$ cat src/rtl/sap_core.sv
// -----------------------------------------------------------------------------
// sap_core -- SAP-1 style accumulator CPU with on-chip program RAM.
//
// Every instruction runs through five microsteps, T0..T4:
//   T0  MAR <= PC
//   T1  IR  <= RAM[MAR], PC <= PC + 1
//   T2..T4  opcode-specific execute
// The only exceptions are an OUT that is waiting for its handshake and a
// halted core.
//
// Instruction word: opcode = [DATA_W-1 -: 4], operand = [ADDR_W-1:0].
//   0 NOP   1 LDA   2 ADD   3 SUB   4 STA   5 LDI   6 JMP
//   7 JC    8 JZ    E OUT   F HLT   (9..D behave as NOP)
//
// Optional feature macro: SAP_CORE_FLAGS_EN
//   defined   : carry/zero flags, written by ADD/SUB; JC/JZ test them.
//   undefined : no flag registers; JC/JZ behave as NOP.
//
// Ports
//   clk        single clock
//   rst        asynchronous reset, active low
//   prog_mode  1 = program-load mode (core idle, PC/step parked at 0/T0)
//   prog_we    RAM write strobe, honoured only in program mode
//   prog_addr  RAM write address
//   prog_data  RAM write data
//   out_data   value produced by OUT; holds its last value
//   out_valid  out_data valid (source side of a valid/ready handshake)
//   out_ready  sink accepts out_data
//   halted     HLT has executed
//   pc_dbg     current program counter
// -----------------------------------------------------------------------------
module sap_core #(
    parameter int DATA_W = 8,
    parameter int ADDR_W = 4
) (
    input  logic              clk,
    input  logic              rst,
    input  logic              prog_mode,
    input  logic              prog_we,
    input  logic [ADDR_W-1:0] prog_addr,
    input  logic [DATA_W-1:0] prog_data,
    output logic [DATA_W-1:0] out_data,
    output logic              out_valid,
    input  logic              out_ready,
    output logic              halted,
    output logic [ADDR_W-1:0] pc_dbg
);

    localparam int DEPTH = 2 ** ADDR_W;

    localparam logic [2:0] T0 = 3'd0;
    localparam logic [2:0] T1 = 3'd1;
    localparam logic [2:0] T2 = 3'd2;
    localparam logic [2:0] T3 = 3'd3;
    localparam logic [2:0] T4 = 3'd4;

    localparam logic [3:0] OP_NOP = 4'h0;
    localparam logic [3:0] OP_LDA = 4'h1;
    localparam logic [3:0] OP_ADD = 4'h2;
    localparam logic [3:0] OP_SUB = 4'h3;
    localparam logic [3:0] OP_STA = 4'h4;
    localparam logic [3:0] OP_LDI = 4'h5;
    localparam logic [3:0] OP_JMP = 4'h6;
    localparam logic [3:0] OP_JC  = 4'h7;
    localparam logic [3:0] OP_JZ  = 4'h8;
    localparam logic [3:0] OP_OUT = 4'hE;
    localparam logic [3:0] OP_HLT = 4'hF;

    logic [ADDR_W-1:0] pc_q, pc_d;
    logic [ADDR_W-1:0] mar_q, mar_d;
    logic [2:0]        step_q, step_d;
    logic [DATA_W-1:0] a_q, a_d;
    logic [DATA_W-1:0] b_q, b_d;
    logic [DATA_W-1:0] ir_q, ir_d;
    logic [DATA_W-1:0] out_data_q, out_data_d;
    logic              out_valid_q, out_valid_d;
    logic              halted_q, halted_d;

    logic [DATA_W-1:0] mem [DEPTH];
    logic [DATA_W-1:0] rdata_q;
    logic              ram_we;
    logic [ADDR_W-1:0] ram_waddr;
    logic [DATA_W-1:0] ram_wdata;

    logic [3:0]        opcode;
    logic [3:0]        fetch_op;
    logic [ADDR_W-1:0] operand;
    logic              is_sub;
    logic [DATA_W-1:0] alu_b;
    logic [DATA_W-1:0] alu_res;

    assign opcode   = ir_q[DATA_W-1 -: 4];
    assign operand  = ir_q[ADDR_W-1:0];
    // Opcode of the word arriving from RAM during T1, before it reaches IR.
    assign fetch_op = rdata_q[DATA_W-1 -: 4];

    // SUB is A + ~B + 1: invert B and feed the +1 in as the carry-in.
    assign is_sub = (opcode == OP_SUB);
    assign alu_b  = is_sub ? ~b_q : b_q;

`ifdef SAP_CORE_FLAGS_EN
    logic            carry_q, carry_d;
    logic            zero_q, zero_d;
    logic [DATA_W:0] alu_sum;

    assign alu_sum = {1'b0, a_q} + {1'b0, alu_b} + (DATA_W+1)'(is_sub);
    assign alu_res = alu_sum[DATA_W-1:0];
`else
    assign alu_res = a_q + alu_b + DATA_W'(is_sub);
`endif

    always_comb begin
        // NOTE: every output of this block is given its hold value first, so
        // no path through the case statements can leave one unassigned and
        // infer a latch.
        pc_d        = pc_q;
        mar_d       = mar_q;
        step_d      = step_q;
        a_d         = a_q;
        b_d         = b_q;
        ir_d        = ir_q;
        out_data_d  = out_data_q;
        out_valid_d = out_valid_q;
        halted_d    = halted_q;
        ram_we      = 1'b0;
        ram_waddr   = mar_q;
        ram_wdata   = a_q;
`ifdef SAP_CORE_FLAGS_EN
        carry_d     = carry_q;
        zero_d      = zero_q;
`endif

        if (prog_mode) begin
            // Park the sequencer. Any instruction in flight is dropped here,
            // including a pending STA write or an OUT handshake.
            pc_d        = '0;
            step_d      = T0;
            halted_d    = 1'b0;
            out_valid_d = 1'b0;
            ram_we      = prog_we;
            ram_waddr   = prog_addr;
            ram_wdata   = prog_data;
        end else if (!halted_q) begin
            case (step_q)
                T0: begin
                    mar_d  = pc_q;
                    step_d = T1;
                end
                T1: begin
                    ir_d   = rdata_q;
                    pc_d   = pc_q + ADDR_W'(1);
                    step_d = T2;
                    // Raise OUT's valid as it enters T2. A is already final
                    // here, so out_data is stable for the whole handshake.
                    if (fetch_op == OP_OUT) begin
                        out_valid_d = 1'b1;
                        out_data_d  = a_q;
                    end
                end
                T2: begin
                    step_d = T3;
                    case (opcode)
                        OP_LDA, OP_ADD, OP_SUB, OP_STA: mar_d = operand;
                        OP_LDI: a_d  = DATA_W'(operand);
                        OP_JMP: pc_d = operand;
                        OP_JC: begin
`ifdef SAP_CORE_FLAGS_EN
                            if (carry_q) pc_d = operand;
`endif
                        end
                        OP_JZ: begin
`ifdef SAP_CORE_FLAGS_EN
                            if (zero_q) pc_d = operand;
`endif
                        end
                        OP_OUT: begin
                            if (out_ready) out_valid_d = 1'b0;
                            else           step_d      = T2;
                        end
                        OP_HLT: begin
                            halted_d = 1'b1;
                            step_d   = T2;
                        end
                        OP_NOP: ;
                        default: ;
                    endcase
                end
                T3: begin
                    step_d = T4;
                    case (opcode)
                        OP_LDA:         a_d    = rdata_q;
                        OP_ADD, OP_SUB: b_d    = rdata_q;
                        OP_STA:         ram_we = 1'b1;
                        default: ;
                    endcase
                end
                T4: begin
                    step_d = T0;
                    if (opcode == OP_ADD || opcode == OP_SUB) begin
                        a_d = alu_res;
`ifdef SAP_CORE_FLAGS_EN
                        carry_d = alu_sum[DATA_W];
                        zero_d  = (alu_res == '0);
`endif
                    end
                end
                default: step_d = T0;
            endcase
        end
    end

    // NOTE: the RAM array has no reset branch. Its contents must survive rst,
    // and leaving it out also lets the array map onto a plain synchronous RAM.
    // The read address is the MAR value being loaded this edge, so the data
    // for a T0 or T2 address load is ready in the following step.
    always_ff @(posedge clk) begin
        if (ram_we) mem[ram_waddr] <= ram_wdata;
        rdata_q <= mem[mar_d];
    end

    // NOTE: all state updates use non-blocking assignments, so every flop
    // samples the values from before this edge, whatever the statement order.
    always_ff @(posedge clk or negedge rst) begin
        if (!rst) begin
            pc_q        <= '0;
            mar_q       <= '0;
            step_q      <= T0;
            a_q         <= '0;
            b_q         <= '0;
            ir_q        <= '0;
            out_data_q  <= '0;
            out_valid_q <= 1'b0;
            halted_q    <= 1'b0;
        end else begin
            pc_q        <= pc_d;
            mar_q       <= mar_d;
            step_q      <= step_d;
            a_q         <= a_d;
            b_q         <= b_d;
            ir_q        <= ir_d;
            out_data_q  <= out_data_d;
            out_valid_q <= out_valid_d;
            halted_q    <= halted_d;
        end
    end

`ifdef SAP_CORE_FLAGS_EN
    always_ff @(posedge clk or negedge rst) begin
        if (!rst) begin
            carry_q <= 1'b0;
            zero_q  <= 1'b0;
        end else begin
            carry_q <= carry_d;
            zero_q  <= zero_d;
        end
    end
`endif

    assign out_data  = out_data_q;
    assign out_valid = out_valid_q;
    assign halted    = halted_q;
    assign pc_dbg    = pc_q;

endmodule
$ cat config.mk
export PLATFORM = sky130hd
export DESIGN_NAME = sap_core
export DESIGN_NICKNAME = d
export VERILOG_FILES = /design/src/rtl/sap_core.sv
export SDC_FILE = /design/constraint.sdc
export NUM_CORES = 1
export LEC_CHECK = 0
export BUFFER_PORTS_ARGS = -buffer_cell sky130_fd_sc_hd__buf_2
export CAP_MARGIN = 20
export CORE_AREA = 2 2 142 103
export DETAILED_ROUTE_END_ITERATION = 8
export DIE_AREA = 0 0 144 105
export GPL_TIMING_DRIVEN = 0
export HOLD_SLACK_MARGIN = 0.1
export MAX_ROUTING_LAYER = met4
export PLACE_DENSITY = 0.79
export SLEW_MARGIN = 10
export SYNTH_ARGS = -nofsm -noshare
export SYNTH_HDL_FRONTEND = slang
export SYNTH_SLANG_ARGS = --single-unit
$ cat constraint.sdc
create_clock -name clk -period 4.2 [get_ports clk]
set_clock_uncertainty 0.2 [all_clocks]
set_input_delay 0.63 -clock clk [delete_from_list [all_inputs] [get_ports clk]]
set_output_delay 0.63 -clock clk [all_outputs]
set_load 0.01 [all_outputs]
* After elaboration in Yosys (flattened, before gate mapping)
Memory sizes are Yosys's and may differ from the RTL's. A register that Yosys moved wholly into a read port is not among the register bits.
Cells that the tools add are included.
** Cells by class
- Reduce and logical (&&, ||, !) cells :: 12
- Bitwise operators :: 3
- Mux-type cells :: 36
- $add $sub $neg :: 3
- Equality and inequality tests :: 21
** Operator list (number)
- two-way mux 8 bit :: 5
- two-way mux 4 bit :: 7
- case mux 8 bit (3 select lines) :: 1
- two-way mux 1 bit :: 16
- case mux 4 bit (2 select lines) :: 2
- equality test 4 x 3 -> 1 bit, second input constant :: 3
- equality test 4 bit, second input constant :: 3
- case mux 3 bit (4 select lines) :: 1
- != test 3 bit, second input constant :: 3
- adder 8 x 1 -> 8 bit :: 1
- adder 8 bit :: 1
- equality test 4 x 2 -> 1 bit, second input constant :: 2
- inverter 8 bit :: 1
- AND reduction 4 bit :: 2
- equality test 3 x 2 -> 1 bit, second input constant :: 2
- two-way mux 3 bit :: 2
- AND reduction 3 bit :: 2
- AND reduction 6 bit :: 1
- nonzero test 3 bit :: 2
- AND reduction 5 bit :: 1
- adder 4 x 1 -> 4 bit, second input constant :: 1
- equality test 4 x 1 -> 1 bit, second input constant :: 1
- != test 2 x 1 -> 1 bit, second input constant :: 2
- != test 2 bit, second input constant :: 2
- other kinds (9) :: 11
** Word-level totals
- Bits in writable memories :: 128
- Output and inout port bits :: 14
- Register bits :: 45
- Bits of input ports :: 17
- Memories kept :: 1
** Memories
- mem :: words 16, bits a word 8, rd ports 1, clocked after Yosys merged registers in 1, write ports 1, RTL line 79 : logic [DATA_W-1:0] mem [DEPTH];

* Depth between registers and ports, before layout
- Word-level depth :: 7
- Gate-level depth with buffers :: 11

* Least setup slack after synthesis
OpenSTA, ideal clock, no wires.
- Kind :: input to register
- Start :: in prog_mode
- End :: reg rdata_q[6] (read register of mem)
- Arrival :: 2.961 ns
- Cell stages on the path :: 10
- Library setup time :: 0.134 ns
- Required time :: 3.866 ns
- Slack :: 0.905 ns
- Cell sequence :: or4_1 > buf_2 > mux2i_1 > a211oi_2 > inv_2 > buf_2 > buf_2 > a221oi_1 > a311oi_1 > or4_1
** On the way
- Word-level cells in the longest chain between the ends :: 1
** Ends and longest elaborated chain
- from (decl) :: RTL line 38 : input logic prog_mode,
- two-way mux 4 bit :: RTL line 133 : if (prog_mode) begin
- to (decl) :: RTL line 80 : logic [DATA_W-1:0] rdata_q;
No other way between the ends.
A chain may end at the register's enable or synchronous reset.

* Final worst setup path
- Start :: reg step_q[2]
- End :: reg rdata_q[3] (read register of mem)
** On the way
- Word-level cells in the longest chain between the ends :: 4
- Elaborated cells between the ends (all ways) :: 5
- Classes of those cells :: eq/ne (1); mux (3); reduce/logical (1)
** Ends and longest elaborated chain
- from (decl) :: RTL line 71 : logic [2:0] step_q, step_d;
- from (signal assigned) :: RTL line 237 : step_q <= step_d;
- equality test 3 x 2 -> 1 bit / zero test 3 bit (equally long branches) :: RTL line 144 : case (step_q)
- case mux 4 bit (2 select lines) (*) :: RTL line 144
- two-way mux 4 bit (*) :: RTL line 143 : end else if (!halted_q) begin
- two-way mux 4 bit (*) :: RTL line 133
Every way passes the cells marked *; elsewhere a longest branch is shown, timed or not.

==> qor.txt <==
ROUTE
------------------------------------------------------------------------------
Drt total wl                                                         22,600 um
Average via count per standard cell                                       6.69
Number of detailed-routing iterations run before antenna repair              5
Antenna-violating nets left                                                  0
Total number of vias                                                     6,296
Drt drc                                                                      0
Post-DR wirelength/cell                                                24.0 um
Violation count after the first detailed-route iteration                   902

STA
------------------------------------------------------------------------------
Time the final worst path needs with I/O delays and setup              4.15 ns
Slew of the pin with the lowest slew margin                            1.02 ns
Final sum of negative setup slack                                         0 ns
Number of max-slew violations in the final report                            0
Highest clock rate                                                     241 MHz
Count of endpoints failing hold in the final timing report                   0
Final number of setup-violating endpoints                                    0
Setup repair after global routing missed its margin                      false
Ratio of final minimum period to clock period                            98.8%
Relative slew margins                                                    29.7%

FINAL LAYOUT
------------------------------------------------------------------------------
Fillcell total                                                             983
Area added between synthesis and finish                                  11.7%
Post-route standard cell area excluding fillers                     9350 sq um
Net count, final                                                           764
Final antenna diode count                                                    0
Layout cell share with drive strength beyond 1                           15.7%

WORST HOLD PATH
------------------------------------------------------------------------------
Worst hold path class                                             flop to flop

SETUP PATH
------------------------------------------------------------------------------
Biggest fanout along the worst timing path                                  10
Type of element launching the critical path                               flop
Crit path arrival time                                                 4.32 ns
Crit path required time                                                4.37 ns
Sort of element at the end of the critical path                           flop
Path type of the worst setup path                                 flop to flop

CTS
------------------------------------------------------------------------------
Number of setup buffers added after CTS                                      0
TritonCTS clock tree                                                       yes
TritonCTS Buffers                                                           17
Clock tree root buffer cell                                       sky130_fd_sc_hd__clkbuf_16
Clk buf depth                                                                2
Sinks on the clock net                                                     181
Skew-Pair Late Insertion Delay                                         0.44 ns
Worst-path clk slew                                                    0.07 ns
CTS HTree Levels                                                             4

SYNTHESIS
------------------------------------------------------------------------------
Post-synthesis compound-gate area fraction                               16.2%
Largest family of logic cells by synthesized area                 compound AO/OA/AOI/OAI gates
Post-synth EDFFs                                                           128
Post-synthesis cell area                                            8370 sq um
Area contributors post-synth                                      sky130_fd_sc_hd__edfxtp_1, sky130_fd_sc_hd__dfrtp_1, sky130_fd_sc_hd__mux2_2
Cell taking the most area after synthesis                         sky130_fd_sc_hd__edfxtp_1
Adder-cell share of the synthesized area                                 1.43%
Mean post-synth cell area                                           12.2 sq um
Syn_nets                                                                   712
Post-synthesis xor/xnor area fraction                                    1.26%
Total of flip-flops plus latches after synthesis                           181
Area share of and/or/nand/nor cells after synthesis                      10.7%
Number of standard cells after synthesis                                   686
Register area share after synthesis                                      61.3%
Post-synth top area share                                                45.9%
Netlist cell types                                                          62
Asr flop ratio synth                                                     24.9%
Primary FF master, synth                                          sky130_fd_sc_hd__edfxtp_1
Syn. warnings                                                                0
Mux cell area share after synthesis                                      4.80%

PLACE
------------------------------------------------------------------------------
Placed Instance Area                                                8760 sq um
Half-perimeter wire length after detailed placement                  15,500 um
Number of buffers inserted by port buffering                                30
Routability Congestion                                                   0.964

GRT
------------------------------------------------------------------------------
Initial antenna violation count                                              0
Leftover overflow at the end of global routing                               0
Maximum number of pins on one net before global-route repair                46
Overall routing resource usage                                           31.6%
Vias in the first global route                                           5,955
Wire length of the first global-routing pass                         33,700 um

FLOORPLANNING
------------------------------------------------------------------------------
Chip height                                                             105 um
Starting density of the core                                             61.3%
# IOs                                                                       31
Floorplan Core Area                                               13,600 sq um
Width of the die                                                        144 um
Std cell rows                                                               36
Area enclosed by the die boundary                                 15,100 sq um

POWER
------------------------------------------------------------------------------
VDD IR-drop max                                                       0.405 mV
Total chip power                                                       5.84 mW
Power per Cell Area                                                625 nW/um^2
Reported leakage power                                                 3.53 nW

RUN
------------------------------------------------------------------------------
Max-cap viol count                                                           0

RUN STATUS
------------------------------------------------------------------------------
Result of the run                                                 finished clean

routing by layer:
layer	global-route usage (%)	wire [um]
met3	7.38	2640
met1	45.8	9240
met4	9.66	549
met2	44.7	10200
met5	-	0
report_power, final:
group	internal, mW	switching, mW
sequential	2.21	0.231
combinational	0.648	1.23
clock	0.810	0.714
worst max-delay path, stage by stage, from the launching register on:
cell                       delay [ns]
sky130_fd_sc_hd__dfrtp_1         0.43
sky130_fd_sc_hd__or4_1           0.52
sky130_fd_sc_hd__buf_2           0.21
sky130_fd_sc_hd__mux2i_1         0.80
sky130_fd_sc_hd__a211oi_2        0.23
sky130_fd_sc_hd__inv_2           0.12
sky130_fd_sc_hd__buf_2           0.25
sky130_fd_sc_hd__buf_2           0.28
sky130_fd_sc_hd__nand2_1         0.09
sky130_fd_sc_hd__a311oi_1        0.69
sky130_fd_sc_hd__or4_1           0.25
through the flow:
step                hold slack, ns  utilization [%]  instances  setup WS, ns
finish                       0.307             68.5        941        0.0484
global route                 0.328             68.5        941        0.0394
CTS                          0.190             68.2        938         0.249
detailed placement           0.293             64.2        906       -0.0228
global placement             0.284             64.2        906      -0.00239
floorplan                    0.134                -        686         0.905
synth_stat cells, types with 5 or more instances:
cell,n
sky130_fd_sc_hd__a2111oi_0,32
sky130_fd_sc_hd__a21o_1,5
sky130_fd_sc_hd__a21oi_1,12
sky130_fd_sc_hd__a221oi_1,34
sky130_fd_sc_hd__a311oi_1,32
sky130_fd_sc_hd__a31oi_1,8
sky130_fd_sc_hd__buf_2,15
sky130_fd_sc_hd__clkbuf_1,33
sky130_fd_sc_hd__dfrtp_1,45
sky130_fd_sc_hd__dfxtp_1,8
sky130_fd_sc_hd__edfxtp_1,128
sky130_fd_sc_hd__ha_1,8
sky130_fd_sc_hd__inv_1,40
sky130_fd_sc_hd__mux2_2,33
sky130_fd_sc_hd__nand2_1,91
sky130_fd_sc_hd__nor2_1,39
sky130_fd_sc_hd__nor3_1,6
sky130_fd_sc_hd__nor3b_1,8
sky130_fd_sc_hd__o21ai_0,16
sky130_fd_sc_hd__o31ai_1,7
sky130_fd_sc_hd__or4_1,9
sky130_fd_sc_hd__xnor2_1,5
sky130_fd_sc_hd__xor2_1,7
kinds of logic (layout without fill, tap and decap cells):
| kind of cell | Yosys count | count (layout) |
|---|---|---|
| fa+ha+maj | 9 | 9 |
| flops | 181 | 181 |
| xor+xnor | 12 | 12 |
| buf+inv | 91 | 156 |
| simple gates | 188 | 188 |
| mux | 36 | 36 |
| compound gates | 169 | 169 |
timing repair:
item / 4_1_cts / 5_1_grt
resized for setup: 0 / 0
hold buffers: 0 / 1
endpoints found under the setup margin: 0 / 0
endpoints found under the hold margin: 0 / 9
final cells by class:
cell class                 count  area, sq um  share of cell area, %
sequential                   181         5130                   54.9
multi-input combinational    414         2880                   30.8
clock buffer                  20          462                   4.94
tap                          190          238                   2.54
buffer                        50          206                   2.21
timing repair buffer          33          188                   2.01
inverter                      41          154                   1.65
clock inverter                12         90.1                  0.964
worst paths after layout:
check / start / endpoint / slack [ns] / depth (start not counted)
max: step_q[2] / rdata_q[3] / 0.05 / 10
min: out_data[6] / out_data[6] / 0.31 / 1
max reg2reg: step_q[2] / rdata_q[3] / 0.05 / 10
min reg2reg: out_data[6] / out_data[6] / 0.31 / 1
max in group asynchronous: rst / b_q[1] / 2.91 / 3
min in group asynchronous: rst / out_valid / 0.41 / 2
cell usage in the layout, fill, tap and decap left out, types with 3 or more instances in the layout:
master,instances
sky130_fd_sc_hd__nor3b_1,8
sky130_fd_sc_hd__dfxtp_1,8
sky130_fd_sc_hd__or4_1,9
sky130_fd_sc_hd__a311oi_1,32
sky130_fd_sc_hd__mux2_2,33
sky130_fd_sc_hd__nand3b_1,3
sky130_fd_sc_hd__a2111oi_0,32
sky130_fd_sc_hd__o31ai_1,7
sky130_fd_sc_hd__buf_2,45
sky130_fd_sc_hd__clkbuf_16,18
sky130_fd_sc_hd__ha_1,8
sky130_fd_sc_hd__o21ai_0,16
sky130_fd_sc_hd__dfrtp_1,45
sky130_fd_sc_hd__o21bai_1,3
sky130_fd_sc_hd__clkbuf_1,34
sky130_fd_sc_hd__a21oi_1,12
sky130_fd_sc_hd__xnor2_1,5
sky130_fd_sc_hd__a22oi_1,3
sky130_fd_sc_hd__a31oi_1,8
sky130_fd_sc_hd__inv_6,4
sky130_fd_sc_hd__nor2b_1,3
sky130_fd_sc_hd__nand2b_1,4
sky130_fd_sc_hd__nand4_1,4
sky130_fd_sc_hd__mux2i_1,3
sky130_fd_sc_hd__nand2_1,91
sky130_fd_sc_hd__nand3_1,4
sky130_fd_sc_hd__inv_1,40
sky130_fd_sc_hd__a21o_1,5
sky130_fd_sc_hd__a221oi_1,34
sky130_fd_sc_hd__edfxtp_1,128
sky130_fd_sc_hd__nor2_1,39
sky130_fd_sc_hd__xor2_1,7
sky130_fd_sc_hd__nor3_1,6
flip-flops by register name, summed over array words and instances (netlist names):
signal     flops
out_valid      1
ir_q           8
halted         1
b_q            8
step_q         3
mar_q          4
a_q            8
pc_dbg         4
rdata_q        8
out_data       8
mem          128
Power figures use the tool's default switching activity.
